`config.mk`:
```
export PLATFORM = sky130hd
export DESIGN_NAME = secuenciador_escritura_rtc
export DESIGN_NICKNAME = d
export VERILOG_FILES = /design/src/rtl/secuenciador_escritura_rtc_pkg.sv /design/src/rtl/secuenciador_escritura_rtc_timeout.sv /design/src/rtl/secuenciador_escritura_rtc.sv
export SDC_FILE = /design/constraint.sdc
export NUM_CORES = 1
export LEC_CHECK = 0
export BUFFER_PORTS_ARGS = -buffer_cell sky130_fd_sc_hd__buf_2
export CORE_UTILIZATION = 30
export CTS_BUF_LIST = sky130_fd_sc_hd__clkbuf_4 sky130_fd_sc_hd__clkbuf_8 sky130_fd_sc_hd__clkbuf_16
export CTS_CLUSTER_DIAMETER = 30
export DETAILED_ROUTE_END_ITERATION = 7
export PLACE_DENSITY_LB_ADDON = 0.15
export SYNTH_ARGS = -nofsm -noshare
export SYNTH_HDL_FRONTEND = slang
export SYNTH_HIERARCHICAL = 1
export SYNTH_SLANG_ARGS = --single-unit
```
`constraint.sdc`:
```
create_clock -name clk -period 2.6 [get_ports clk]
set_clock_uncertainty 0.1 [all_clocks]
set_input_delay 0.13 -clock clk [delete_from_list [all_inputs] [get_ports clk]]
set_output_delay 0.13 -clock clk [all_outputs]
set_load 0.01 [all_outputs]
```
`src/rtl/secuenciador_escritura_rtc_pkg.sv`:
```
// Shared definitions for the RTC write sequencer: register indices, RTC address map,
// command codes, group encodings and FSM state encoding.
package rtc_defs;

  localparam int N_REGS = 10;

  localparam logic [3:0] IDX_SEG        = 4'd0;
  localparam logic [3:0] IDX_MIN        = 4'd1;
  localparam logic [3:0] IDX_HORA       = 4'd2;
  localparam logic [3:0] IDX_DIA        = 4'd3;
  localparam logic [3:0] IDX_MES        = 4'd4;
  localparam logic [3:0] IDX_ANIO       = 4'd5;
  localparam logic [3:0] IDX_DIA_SEMANA = 4'd6;
  localparam logic [3:0] IDX_SEG_T      = 4'd7;
  localparam logic [3:0] IDX_MIN_T      = 4'd8;
  localparam logic [3:0] IDX_HORA_T     = 4'd9;

  localparam logic [7:0] CMD_ADDR = 8'hF0;
  localparam logic [7:0] CMD_CLK  = 8'hF1;
  localparam logic [7:0] CMD_TMR  = 8'hF2;

  typedef enum logic [1:0] {
    GRP_HORA  = 2'b00,
    GRP_FECHA = 2'b01,
    GRP_TIMER = 2'b10,
    GRP_ALL   = 2'b11
  } grupo_e;

  typedef enum logic [2:0] {
    ST_IDLE    = 3'd0,
    ST_LOAD    = 3'd1,
    ST_REQ     = 3'd2,
    ST_NEXT    = 3'd3,
    ST_CMD_REQ = 3'd4,
    ST_FIN     = 3'd5
  } estado_e;

  function automatic logic [7:0] rtc_addr(input logic [3:0] idx);
    logic [7:0] a;
    case (idx)
      IDX_SEG:        a = 8'h21;
      IDX_MIN:        a = 8'h22;
      IDX_HORA:       a = 8'h23;
      IDX_DIA:        a = 8'h24;
      IDX_MES:        a = 8'h25;
      IDX_ANIO:       a = 8'h26;
      IDX_DIA_SEMANA: a = 8'h27;
      IDX_SEG_T:      a = 8'h41;
      IDX_MIN_T:      a = 8'h42;
      IDX_HORA_T:     a = 8'h43;
      default:        a = 8'h00;
    endcase
    return a;
  endfunction

  function automatic logic [3:0] first_idx(input grupo_e g);
    logic [3:0] i;
    case (g)
      GRP_HORA:  i = IDX_SEG;
      GRP_FECHA: i = IDX_DIA;
      GRP_TIMER: i = IDX_SEG_T;
      default:   i = IDX_SEG;
    endcase
    return i;
  endfunction

  function automatic logic [3:0] last_idx(input grupo_e g);
    logic [3:0] i;
    case (g)
      GRP_HORA:  i = IDX_HORA;
      GRP_FECHA: i = IDX_DIA_SEMANA;
      GRP_TIMER: i = IDX_HORA_T;
      default:   i = IDX_HORA_T;
    endcase
    return i;
  endfunction

  // Group "all" opens with the clock transfer; the timer transfer follows as a second command.
  function automatic logic [7:0] first_cmd(input grupo_e g);
    return (g == GRP_TIMER) ? CMD_TMR : CMD_CLK;
  endfunction

endpackage

```
`src/rtl/secuenciador_escritura_rtc_timeout.sv`:
```
// Handshake watchdog: counts request cycles while enabled and flags the cycle in which
// the wait reaches TIMEOUT_CYC cycles (counting the current one).
module rtc_wr_timeout #(
  parameter int TIMEOUT_CYC = 1023,
  parameter int TO_W        = 10
) (
  input  logic clk,
  input  logic rst,
  input  logic clr,
  input  logic en,
  output logic hit
);

  localparam logic [TO_W-1:0] LIMIT = TO_W'(TIMEOUT_CYC - 1);

  logic [TO_W-1:0] cnt;

  always_ff @(posedge clk or posedge rst) begin
    if (rst) begin
      cnt <= '0;
    end else if (clr) begin
      cnt <= '0;
    end else if (en && (cnt != LIMIT)) begin
      cnt <= cnt + 1'b1;
    end
  end

  assign hit = en && (cnt == LIMIT);

endmodule

```
`src/rtl/secuenciador_escritura_rtc.sv`:
```
// Walks a group of local time/date/timer registers and writes each one to the RTC bus
// controller over a req/done handshake, closing the group with transfer command writes.
module secuenciador_escritura_rtc
  import rtc_defs::*;
#(
  parameter int TIMEOUT_CYC = 1023,
  parameter int TO_W        = 10
) (
  input  logic       clk,
  input  logic       reset,
  input  logic       start,
  input  logic [1:0] grupo,
  input  logic [7:0] dato_local,
  output logic [3:0] addr_mem_local,
  output logic       wr_req,
  output logic [7:0] wr_addr,
  output logic [7:0] wr_data,
  input  logic       wr_done,
  output logic       busy,
  output logic       done,
  output logic       err,
  output logic [2:0] estado_dbg
);

  // Handshake: wr_addr/wr_data are stable for every cycle wr_req is high; a request
  // completes in the cycle wr_done is sampled high, and wr_req drops on the next cycle.

  estado_e    estado, estado_n;
  grupo_e     grp, grp_n;
  logic [3:0] idx, idx_n;
  logic [7:0] addr_q, addr_n;
  logic [7:0] data_q, data_n;
  logic       in_cmd, in_cmd_n;
  logic       cmd_sec, cmd_sec_n;
  logic       err_q, err_n;
  logic       to_hit;

  rtc_wr_timeout #(
    .TIMEOUT_CYC(TIMEOUT_CYC),
    .TO_W       (TO_W)
  ) u_timeout (
    .clk(clk),
    .rst(reset),
    .clr(!wr_req),
    .en (wr_req),
    .hit(to_hit)
  );

  always_ff @(posedge clk or posedge reset) begin
    if (reset) begin
      estado  <= ST_IDLE;
      grp     <= GRP_HORA;
      idx     <= '0;
      addr_q  <= '0;
      data_q  <= '0;
      in_cmd  <= 1'b0;
      cmd_sec <= 1'b0;
      err_q   <= 1'b0;
    end else begin
      estado  <= estado_n;
      grp     <= grp_n;
      idx     <= idx_n;
      addr_q  <= addr_n;
      data_q  <= data_n;
      in_cmd  <= in_cmd_n;
      cmd_sec <= cmd_sec_n;
      err_q   <= err_n;
    end
  end

  always_comb begin
    estado_n  = estado;
    grp_n     = grp;
    idx_n     = idx;
    addr_n    = addr_q;
    data_n    = data_q;
    in_cmd_n  = in_cmd;
    cmd_sec_n = cmd_sec;
    err_n     = 1'b0;
    case (estado)
      ST_IDLE: begin
        if (start) begin
          grp_n     = grupo_e'(grupo);
          idx_n     = first_idx(grupo_e'(grupo));
          in_cmd_n  = 1'b0;
          cmd_sec_n = 1'b0;
          estado_n  = ST_LOAD;
        end
      end
      ST_LOAD: begin
        addr_n   = rtc_addr(idx);
        data_n   = dato_local;
        estado_n = ST_REQ;
      end
      ST_REQ, ST_CMD_REQ: begin
        // A completion arriving on the timeout cycle still wins.
        if (wr_done) begin
          estado_n = ST_NEXT;
        end else if (to_hit) begin
          estado_n = ST_IDLE;
          err_n    = 1'b1;
        end
      end
      ST_NEXT: begin
        if (!in_cmd) begin
          if (idx < last_idx(grp)) begin
            idx_n    = idx + 4'd1;
            estado_n = ST_LOAD;
          end else begin
            addr_n   = CMD_ADDR;
            data_n   = first_cmd(grp);
            in_cmd_n = 1'b1;
            estado_n = ST_CMD_REQ;
          end
        end else if ((grp == GRP_ALL) && !cmd_sec) begin
          data_n    = CMD_TMR;
          cmd_sec_n = 1'b1;
          estado_n  = ST_CMD_REQ;
        end else begin
          estado_n = ST_FIN;
        end
      end
      ST_FIN: begin
        estado_n = ST_IDLE;
      end
      default: begin
        estado_n = ST_IDLE;
      end
    endcase
  end

  assign wr_req         = (estado == ST_REQ) || (estado == ST_CMD_REQ);
  assign busy           = (estado != ST_IDLE) && (estado != ST_FIN);
  assign done           = (estado == ST_FIN);
  assign err            = err_q;
  assign addr_mem_local = idx;
  assign wr_addr        = addr_q;
  assign wr_data        = data_q;
  assign estado_dbg     = estado;

endmodule
```
======== Word level (Yosys, flattened, before mapping) ========
Memories as Yosys holds them, arrays and structs flattened.
Cells that the tools add are included.
operators by class
  $add $sub $neg .......................... 2
  multiply operators ...................... 0
  divide/modulo/power cells ............... 0
  magnitude comparators ................... 1
  equality and inequality tests ........... 23
  shifts and indexed selects .............. 0
  muxes and demuxes ....................... 35
  bitwise gates (word level) .............. 0
  reductions and logical operators ........ 19
operator list
  kind                                                              count
  8-bit 2-to-1 mux                                                  5
  8-bit case mux with 2 select lines                                2
  10-bit 2-to-1 mux                                                 2
  4-bit 2-to-1 mux                                                  5
  4-bit case mux with 2 select lines                                2
  3-bit 2-to-1 mux                                                  5
  2-bit inequality test (second input constant)                     7
  3-bit inequality test (second input constant)                     4
  3-bit case mux with 4 select lines                                1
  10-bit by 1-bit adder with 10-bit output (second input constant)  1
  10-bit == test (second input constant)                            1
  10-bit inequality test (second input constant)                    1
  1-bit 2-to-1 mux                                                  9
  4-bit AND reduction                                               2
  2-bit == test (second input constant)                             3
  3-bit by 2-bit == test with 1-bit output (second input constant)  2
  3-bit == test (second input constant)                             2
  3-bit case mux with 2 select lines                                1
  2-bit AND reduction                                               3
  3-bit AND reduction                                               2
  4-bit by 1-bit adder with 4-bit output (second input constant)    1
  2-bit by 1-bit == test with 1-bit output (second input constant)  2
  1-bit logical AND                                                 4
  4-bit < comparator                                                1
  10 further kinds                                                  12
word-level totals
  register bits ........................... 38
  bits in latches ......................... 0
  bits in writable memories ............... 0
  ROM bits ................................ 80
  bits of input ports ..................... 14
  output and inout port bits .............. 27
  logic and storage cells ................. 90
  memories kept ........................... 1
memory list
  memory           words  bits a word  read ports  clocked after memory_dff  wr ports  line                                  source
  (no name shown)  16     5            1           0                         0         secuenciador_escritura_rtc_pkg.sv:40  case (idx)

======== Longest topological paths before layout ========
Gate-level depths: netlist (run 1).
  word-level depth ........................ 8
  depth in mapped cells ................... 9
  mapped depth without buffers ............ 9

======== Cells and area by module ========
The synthesis (run 1) kept the hierarchy.
by module, submodules not included
  module                      instances  cells an instance  area each (um^2)  seq. area each (um^2)
  secuenciador_escritura_rtc  1          177                1636.6            650.6
  rtc_wr_timeout              1          61                 563.0             250.2

======== Worst setup path after synthesis (run 1) ========
Ideal clock, no wire load.
  path type ............................... register -> register
  from .................................... register estado[1] (netlist: estado_dbg[1])
  to ...................................... register u_timeout.cnt[9]
  setup time .............................. 125 ps
  data arrival time ....................... 1960 ps
  setup slack ............................. 415 ps
  stages on the path, launching flop included .. 8
  path buffers ............................ 1
  clock period less this slack ............ 2185 ps
  path through ............................ dfrtp_1 buf_2 xor2_1 nand2_1 inv_1 nand3_1 nor4_1 mux2_2
between the ends
  cells in the longest elaborated chain, start to end .. 4
  elaborated cells between the ends (all ways) .. 6
RTL lines
  item                                                                       line                                      source
  start, declared                                                            secuenciador_escritura_rtc.sv:28          estado_e estado, estado_n;
  start signal, assigned                                                     secuenciador_escritura_rtc.sv:60          estado <= estado_n;
  3-bit by 2-bit == test with 1-bit output or 3-bit == test (tied branches)  secuenciador_escritura_rtc.sv:132         assign wr_req = (estado == ST_REQ) || (estado == ST_CMD_REQ);
  1-bit logical OR (*)                                                       secuenciador_escritura_rtc.sv:132
  named net wr_req                                                           secuenciador_escritura_rtc.sv:15          output logic wr_req,
  1-bit logical AND                                                          secuenciador_escritura_rtc_timeout.sv:23  end else if (en && (cnt != LIMIT)) begin
  2-bit inequality test (no source line)                                     -
  end signal, assigned                                                       secuenciador_escritura_rtc_timeout.sv:24  cnt <= cnt + 1'b1;
  end, declared                                                              secuenciador_escritura_rtc_timeout.sv:16  logic [TO_W-1:0] cnt;
Mark *: on every way through the listed nets, which the timed path passes. The rest lies on a longest branch.
A chain may end at the register's enable or synchronous reset.

======== Worst setup path after layout (run 1) ========
  from .................................... register idx[3] (netlist: addr_mem_local[3])
  to ...................................... register idx[2] (netlist: addr_mem_local[2])
between the ends
  cells in the longest elaborated chain, start to end .. 3
RTL lines
  item                                    line                               source
  start, declared                         secuenciador_escritura_rtc.sv:30   logic [3:0] idx, idx_n;
  start signal, assigned                  secuenciador_escritura_rtc.sv:62   idx <= idx_n;
  4-bit < comparator                      secuenciador_escritura_rtc.sv:106  if (idx < last_idx(grp)) begin
  2-bit inequality test (no source line)  -
  4-bit AND reduction (no source line)    -
No other way between the ends.

==> reports/metrics.cfg, run 1 <==
[run_status]
outcome = completed

[global_routing]
grt_pass1_vias = 1891
track_usage_pct = 15.7
grt_antenna_before_repair = 0
grt_max_degree = 27
grt_overflow = 0
grt_pass1_wl_um = 9320

[synthesis]
syn-cell-area_um2 = 2200
ys_ff_latch = 36
synthFlopType = dfrtp_1
synth_top_area_share_pct = 41.0
synth.area.top_cells = dfrtp_1 41%, ha_1 5.7%, nor2_1 3.9%
synth_edf_count = 0
syn_nets = 262
syn_area_per_cell_um2 = 9.24
postSynthCellCount = 238
yosysSeqAreaShare_pct = 41.0
yosysWarnings = 6
synth_area_leader_cell = dfrtp_1
async_flop_share_pct = 100
ys_types = 60

[floorplan]
core.rowCount = 30
initial_utilization_pct = 31.7
coreArea_um2 = 6940
die_w_um = 87.6
die_y_um = 87.6
dieArea_um2 = 7680
ios = 41

[sta]
min_period_ns = 2.08
setup_viol = 0
finalCritPeriodShare_pct = 79.9
rsz0062_at_grt = no
hold_viol_final = 0
fmax_mhz = 481
timing.hold.ws_ns = 0.0158
fin_setup_tns_ns = 0
slew_viol_final = 0

[setup_path]
critPathKind = flop to flop
crit_chain = ha_1 > a21oi_1 > o211ai_2 > nand2_1 > mux2_2
worst_r2r_path_depth = 5
cpMaxStageDelayCell = dfrtp_1
worstPathMaxFanout = 12
rrSetupSlack_ns = 0.52
required_ns = 2.68
setup.worst_path.start_class = flop
end_kind = flop
crit_end = addr_mem_local[2]
worstReg2RegStart = addr_mem_local[3]
r2r-end = addr_mem_local[2]
cp-startpoint = addr_mem_local[3]
critical_path_arrival_ns = 2.16
slowest_delay_ns = 0.51

[place]
io_buffers = 39
postPlaceCellArea_um2 = 2470
routabilityCongestion = 0.806
place_hpwl_um = 3880

[route]
wire_per_inst_um = 14.3
drc = 0
dr.first_iter.drc_count = 90
drtPass1Iterations = 4
vias = 1875
final_antenna_net_count = 0
totalWireLength_um = 5410
drt-vias-per-instance = 4.96

[clock_tree]
insertion_delay_ns = 0.29
cts_tree = built
cts_num_sinks = 36
clk_path_buf_depth = 2
cts_buffers = 5
post_cts_buffers = 0
clkTransAtPathRegs_ns = 0.08
htree_levels = 2
cts-root-buf = clkbuf_8

[finish]
final_util_pct = 38.0
drive_gt1_share_pct = 22.7
areaGrowthSynthToFinish_pct = 19.9
nets = 305
n_antenna_cell = 0
stdcell_area_um2 = 2640

[worst_hold_path]
min_path_type = input port to flop
hold_start = dato_local[5]

[pwr]
p_leak_nw = 1.22
p_per_area_nw_per_um2 = 1240
ir_drop_mv = 0.458

[flow_run]
cap_violations = 0

## power by group
part	switching, W	internal (W)
combinational	0.00105	0.000733
sequential	0.000209	0.000760
clock	0.000227	0.000284
total	0.00148	0.00178
## state kept, by name (all words and copies together) (netlist names), 2 cells and up
register	cells
estado_dbg	3
wr_addr	6
grp	2
u_timeout/cnt	10
addr_mem_local	4
wr_data	8
## layout by cell type, fill, tap and decap left out, types with 3 or more instances in the layout
cell type      instances
buf_4                  5
nand3_1                5
dfrtp_1               36
xor2_1                 4
o21ai_0               11
clkbuf_8               5
and2_1                 3
o211ai_1               3
a21oi_1               14
inv_1                 20
nand2_1               19
mux2_2                 4
nor2_1                23
buf_2                 39
dlygate4sd3_1          5
nor2b_1                5
nor3_1                 3
ha_1                  10
o22ai_1                6
a31oi_1                3
nand3b_1               3
o31ai_1                4
## worst max-delay path, delay by kind of cell (launching register included)
kind | cells | cell delay (ns)
muxes | 1 | 0.34
DFF | 1 | 0.51
AOI/OAI and AO/OA | 2 | 0.50
and+or+nand+nor | 1 | 0.15
adders and majority gates | 1 | 0.36
## how the worst min path moves through the flow
stage                             endpoint  slack, ns  depth (start not counted)
after floorplan           u_timeout/cnt[0]      -0.13                          1
after global placement    u_timeout/cnt[6]       0.04                          2
after detailed placement  u_timeout/cnt[6]       0.04                          2
after CTS                       wr_data[6]       0.01                          3
after global routing            wr_data[7]       0.03                          3
final                           wr_data[5]       0.02                          3
## synth_stat cells (2+ instances only)
| library cell | number |
|---|---|
| and2_1 | 3 |
| or4_1 | 2 |
| a22o_1 | 2 |
| nand4b_1 | 2 |
| xnor2_1 | 2 |
| nand3b_1 | 3 |
| buf_6 | 2 |
| o41ai_1 | 2 |
| nor2_1 | 23 |
| o22ai_1 | 6 |
| a211oi_1 | 2 |
| o31ai_1 | 4 |
| dfrtp_1 | 36 |
| o221ai_1 | 2 |
| buf_2 | 5 |
| o21ai_0 | 11 |
| nor2b_1 | 5 |
| or3_1 | 2 |
| a22oi_1 | 2 |
| mux2_2 | 4 |
| inv_1 | 20 |
| o211ai_1 | 3 |
| a21oi_1 | 14 |
| nand3_1 | 5 |
| nand2_1 | 19 |
| a31oi_1 | 3 |
| xor2_1 | 4 |
| ha_1 | 10 |
| buf_4 | 2 |
| nand2b_1 | 2 |
| a41oi_1 | 2 |
| nor3_1 | 3 |
| clkbuf_1 | 4 |
## per-stage QoR
stage	std cells	setup slack, ns	power, W
2_1_floorplan	238	0.415	0.00225
3_3_place_gp	365	0.544	0.00277
3_5_place_dp	365	0.520	0.00277
4_1_cts	378	0.509	0.00330
5_1_grt	378	0.368	0.00360
6_report	378	0.522	0.00326
## cell families after synthesis
| kind of cell | synth area share, % |
|---|---|
| simple gates | 20.1 |
| compound gates | 20.3 |
| flops | 41.0 |
| buf+inv | 6.94 |
| fa+ha+maj | 6.14 |
| xor+xnor | 2.39 |
| mux | 3.01 |
| other cells | 0.170 |
## what timing repair did
item	4_1_cts	5_1_grt
endpoints found under the hold margin	40	0
resized for setup	0	0
hold buffers	5	0
## per-layer routing
metal,wire (um),up-vias,global-route usage [%]
li1,-,935,-
met1,2690,906,21.8
met2,2550,30,25.2
met3,138,4,3.11
met4,29,0,4.02
met5,0,-,0
## area by class of cell
class | instances | area, um2
fill | 715 | 4310
multi-input combinational | 169 | 1150
sequential | 36 | 901
tap | 96 | 120
clock buffer | 5 | 68.8
clock inverter | 3 | 42.5
timing repair buffer | 49 | 283
inverter | 20 | 75.1
Power figures use the tool's default switching activity.
==> run 2, diff against run 1 <==
clock period = 2.1 ns   (was 2.6 ns; I/O delays follow)
==> reports/metrics.cfg, run 2 (same netlist as run 1, synthesis figures left out) <==
[clock_tree]
insertion_delay_ns = 0.29  ; about the same
htree_levels = 2  ; unchanged
cts_tree = built  ; unchanged
clkTransAtPathRegs_ns = 0.08  ; about the same
cts_buffers = 5  ; unchanged
cts-root-buf = clkbuf_8  ; unchanged
cts_num_sinks = 36  ; unchanged
clk_path_buf_depth = 2  ; unchanged

[worst_hold_path]
hold_path_end = wr_data[5]  ; unchanged
hold_start = dato_local[5]  ; unchanged
holdPathStages = 3  ; unchanged
min_path_type = input port to flop  ; unchanged

[place]
io_buffers = 39  ; unchanged
routabilityCongestion = 0.774  ; was 0.806
place_hpwl_um = 4150  ; was 3880 um

[finish]
largest_reg_flops = 10  ; unchanged
layout.cells.most_common_list = 39 x buf_2, 35 x dfrtp_1, 23 x nor2_1  ; was 39 x buf_2, 36 x dfrtp_1, 23 x nor2_1
nets = 319  ; was 305
final_common_cell = buf_2  ; unchanged
n_antenna_cell = 0  ; unchanged
drive_gt1_share_pct = 26.7  ; was 22.7%
top_register = u_timeout/cnt  ; unchanged
areaGrowthSynthToFinish_pct = 25.2  ; was 19.9%

[route]
final_antenna_net_count = 0  ; unchanged
drtPass1Iterations = 4  ; unchanged
drc = 0  ; unchanged
drt-vias-per-instance = 4.96  ; about the same
wire_per_inst_um = 14.3  ; about the same
vias = 1943  ; was 1875
totalWireLength_um = 5590  ; was 5410 um
dr.first_iter.drc_count = 89  ; was 90

[pwr]
p_per_area_nw_per_um2 = 1550  ; was 1240 nW/um2
power_w = 0.00426  ; was 0.00326 W
p_leak_nw = 1.29  ; was 1.22 nW
ir_drop_mv = 0.545  ; was 0.458 mV

[global_routing]
grt_pass1_wl_um = 9400  ; was 9320 um
grt_max_degree = 27  ; unchanged
grt_antenna_before_repair = 0  ; unchanged
grt_overflow = 0  ; unchanged
grt_pass1_vias = 1882  ; was 1891
track_usage_pct = 15.7  ; about the same

[sta]
finalCritPeriodShare_pct = 91.2  ; was 79.9%
slew_viol_final = 0  ; unchanged
max-slew-margin-rel_pct = 64.5
rsz0062_at_grt = no  ; unchanged
fin_setup_tns_ns = 0  ; unchanged
hold_viol_final = 0  ; unchanged
min_period_ns = 1.91  ; was 2.08 ns
setup_viol = 0  ; unchanged
worst_pin_slew_ns = 0.528
fmax_mhz = 522  ; was 481 MHz

[setup_path]
rrSetupSlack_ns = 0.19  ; was 0.52 ns
end_kind = flop  ; unchanged
critical_path_arrival_ns = 2.00  ; was 2.16 ns
critPathKind = flop to flop  ; unchanged
setup.worst_path.start_class = flop  ; unchanged
worst_r2r_path_depth = 7  ; was 5
worstPathMaxFanout = 5  ; was 12
worstReg2RegStart = grp[1]  ; was addr_mem_local[3]
required_ns = 2.19  ; was 2.68 ns
r2r-end = wr_data[1]  ; was addr_mem_local[2]

[floorplan]
die_y_um = 87.6  ; unchanged
dieArea_um2 = 7680  ; unchanged
core.rowCount = 30  ; unchanged
die_w_um = 87.6  ; unchanged
initial_utilization_pct = 31.7  ; unchanged
ios = 41  ; unchanged
coreArea_um2 = 6940  ; unchanged

[flow_run]
cap_violations = 0  ; unchanged

[run_status]
outcome = completed  ; unchanged

-- run 2: metal layers --
metal / up-vias / share of wire (%) / GRT usage [%]
met4: 0 / 0.68 / 3.13
met5: - / 0 / 0
li1: 963 / - / -
met1: 927 / 52 / 22.7
met2: 49 / 44 / 24.6
met3: 4 / 3.3 / 3.02
-- run 2: metrics by stage --
step	utilization (%)	hold slack, ns	cells	setup WS [ns]	area, um2
2_1_floorplan	-	-0.155	238	0.0560	2200
3_3_place_gp	36.7	0.0258	375	0.157	2550
3_5_place_dp	36.7	0.0356	375	0.0826	2550
4_1_cts	39.5	0.0121	391	0.0636	2740
5_1_grt	39.7	0.0130	392	0.0269	2750
6_report	39.7	0.0162	392	0.186	2750
-- run 2: timing repair --
action / 4_1_cts / 5_1_grt
endpoints found under the setup margin: 0 / 5
gates resized for setup: 0 / 2
hold buffers: 8 / 0
endpoints found under the hold margin: 43 / 0
buffers inserted: 0 / 1
-- run 2: cell type report --
cell class / count / area [um2]
Clock buffer: 6 / 76.3
Clock inverter: 2 / 35.0
Fill cell: 713 / 4190
Inverter: 20 / 75.1
Multi-Input combinational cell: 169 / 1150
Sequential cell: 36 / 902
Tap cell: 96 / 120
Timing Repair Buffer: 63 / 395
-- run 2: worst max-delay path, cell delays in order, from the launching register on --
cell      delay (ns)
dfrtp_1         0.43
inv_2           0.10
nand2_1         0.06
ha_1            0.27
o211ai_1        0.15
o21ai_2         0.23
a21oi_2         0.14
o41ai_1         0.34
-- run 2: worst max path at each step --
stage | start | slack [ns] | depth (start not counted) | endpoint
after floorplan | estado_dbg[1] | 0.06 | 7 | u_timeout/cnt[9]
after global placement | grp[1] | 0.16 | 7 | wr_data[1]
after detailed placement | grp[1] | 0.08 | 7 | wr_data[1]
after CTS | grp[1] | 0.06 | 7 | wr_data[1]
after global routing | grp[1] | 0.03 | 8 | wr_data[0]
final | grp[1] | 0.19 | 7 | wr_data[1]
-- run 2: power by group --
| part | total [W] | internal (W) | leakage [nW] | switching [W] |
|---|---|---|---|---|
| clock | 0.000630 | 0.000366 | 0.0586 | 0.000264 |
| combinational | 0.00249 | 0.00104 | 0.770 | 0.00144 |
| sequential | 0.00114 | 0.000944 | 0.456 | 0.000198 |
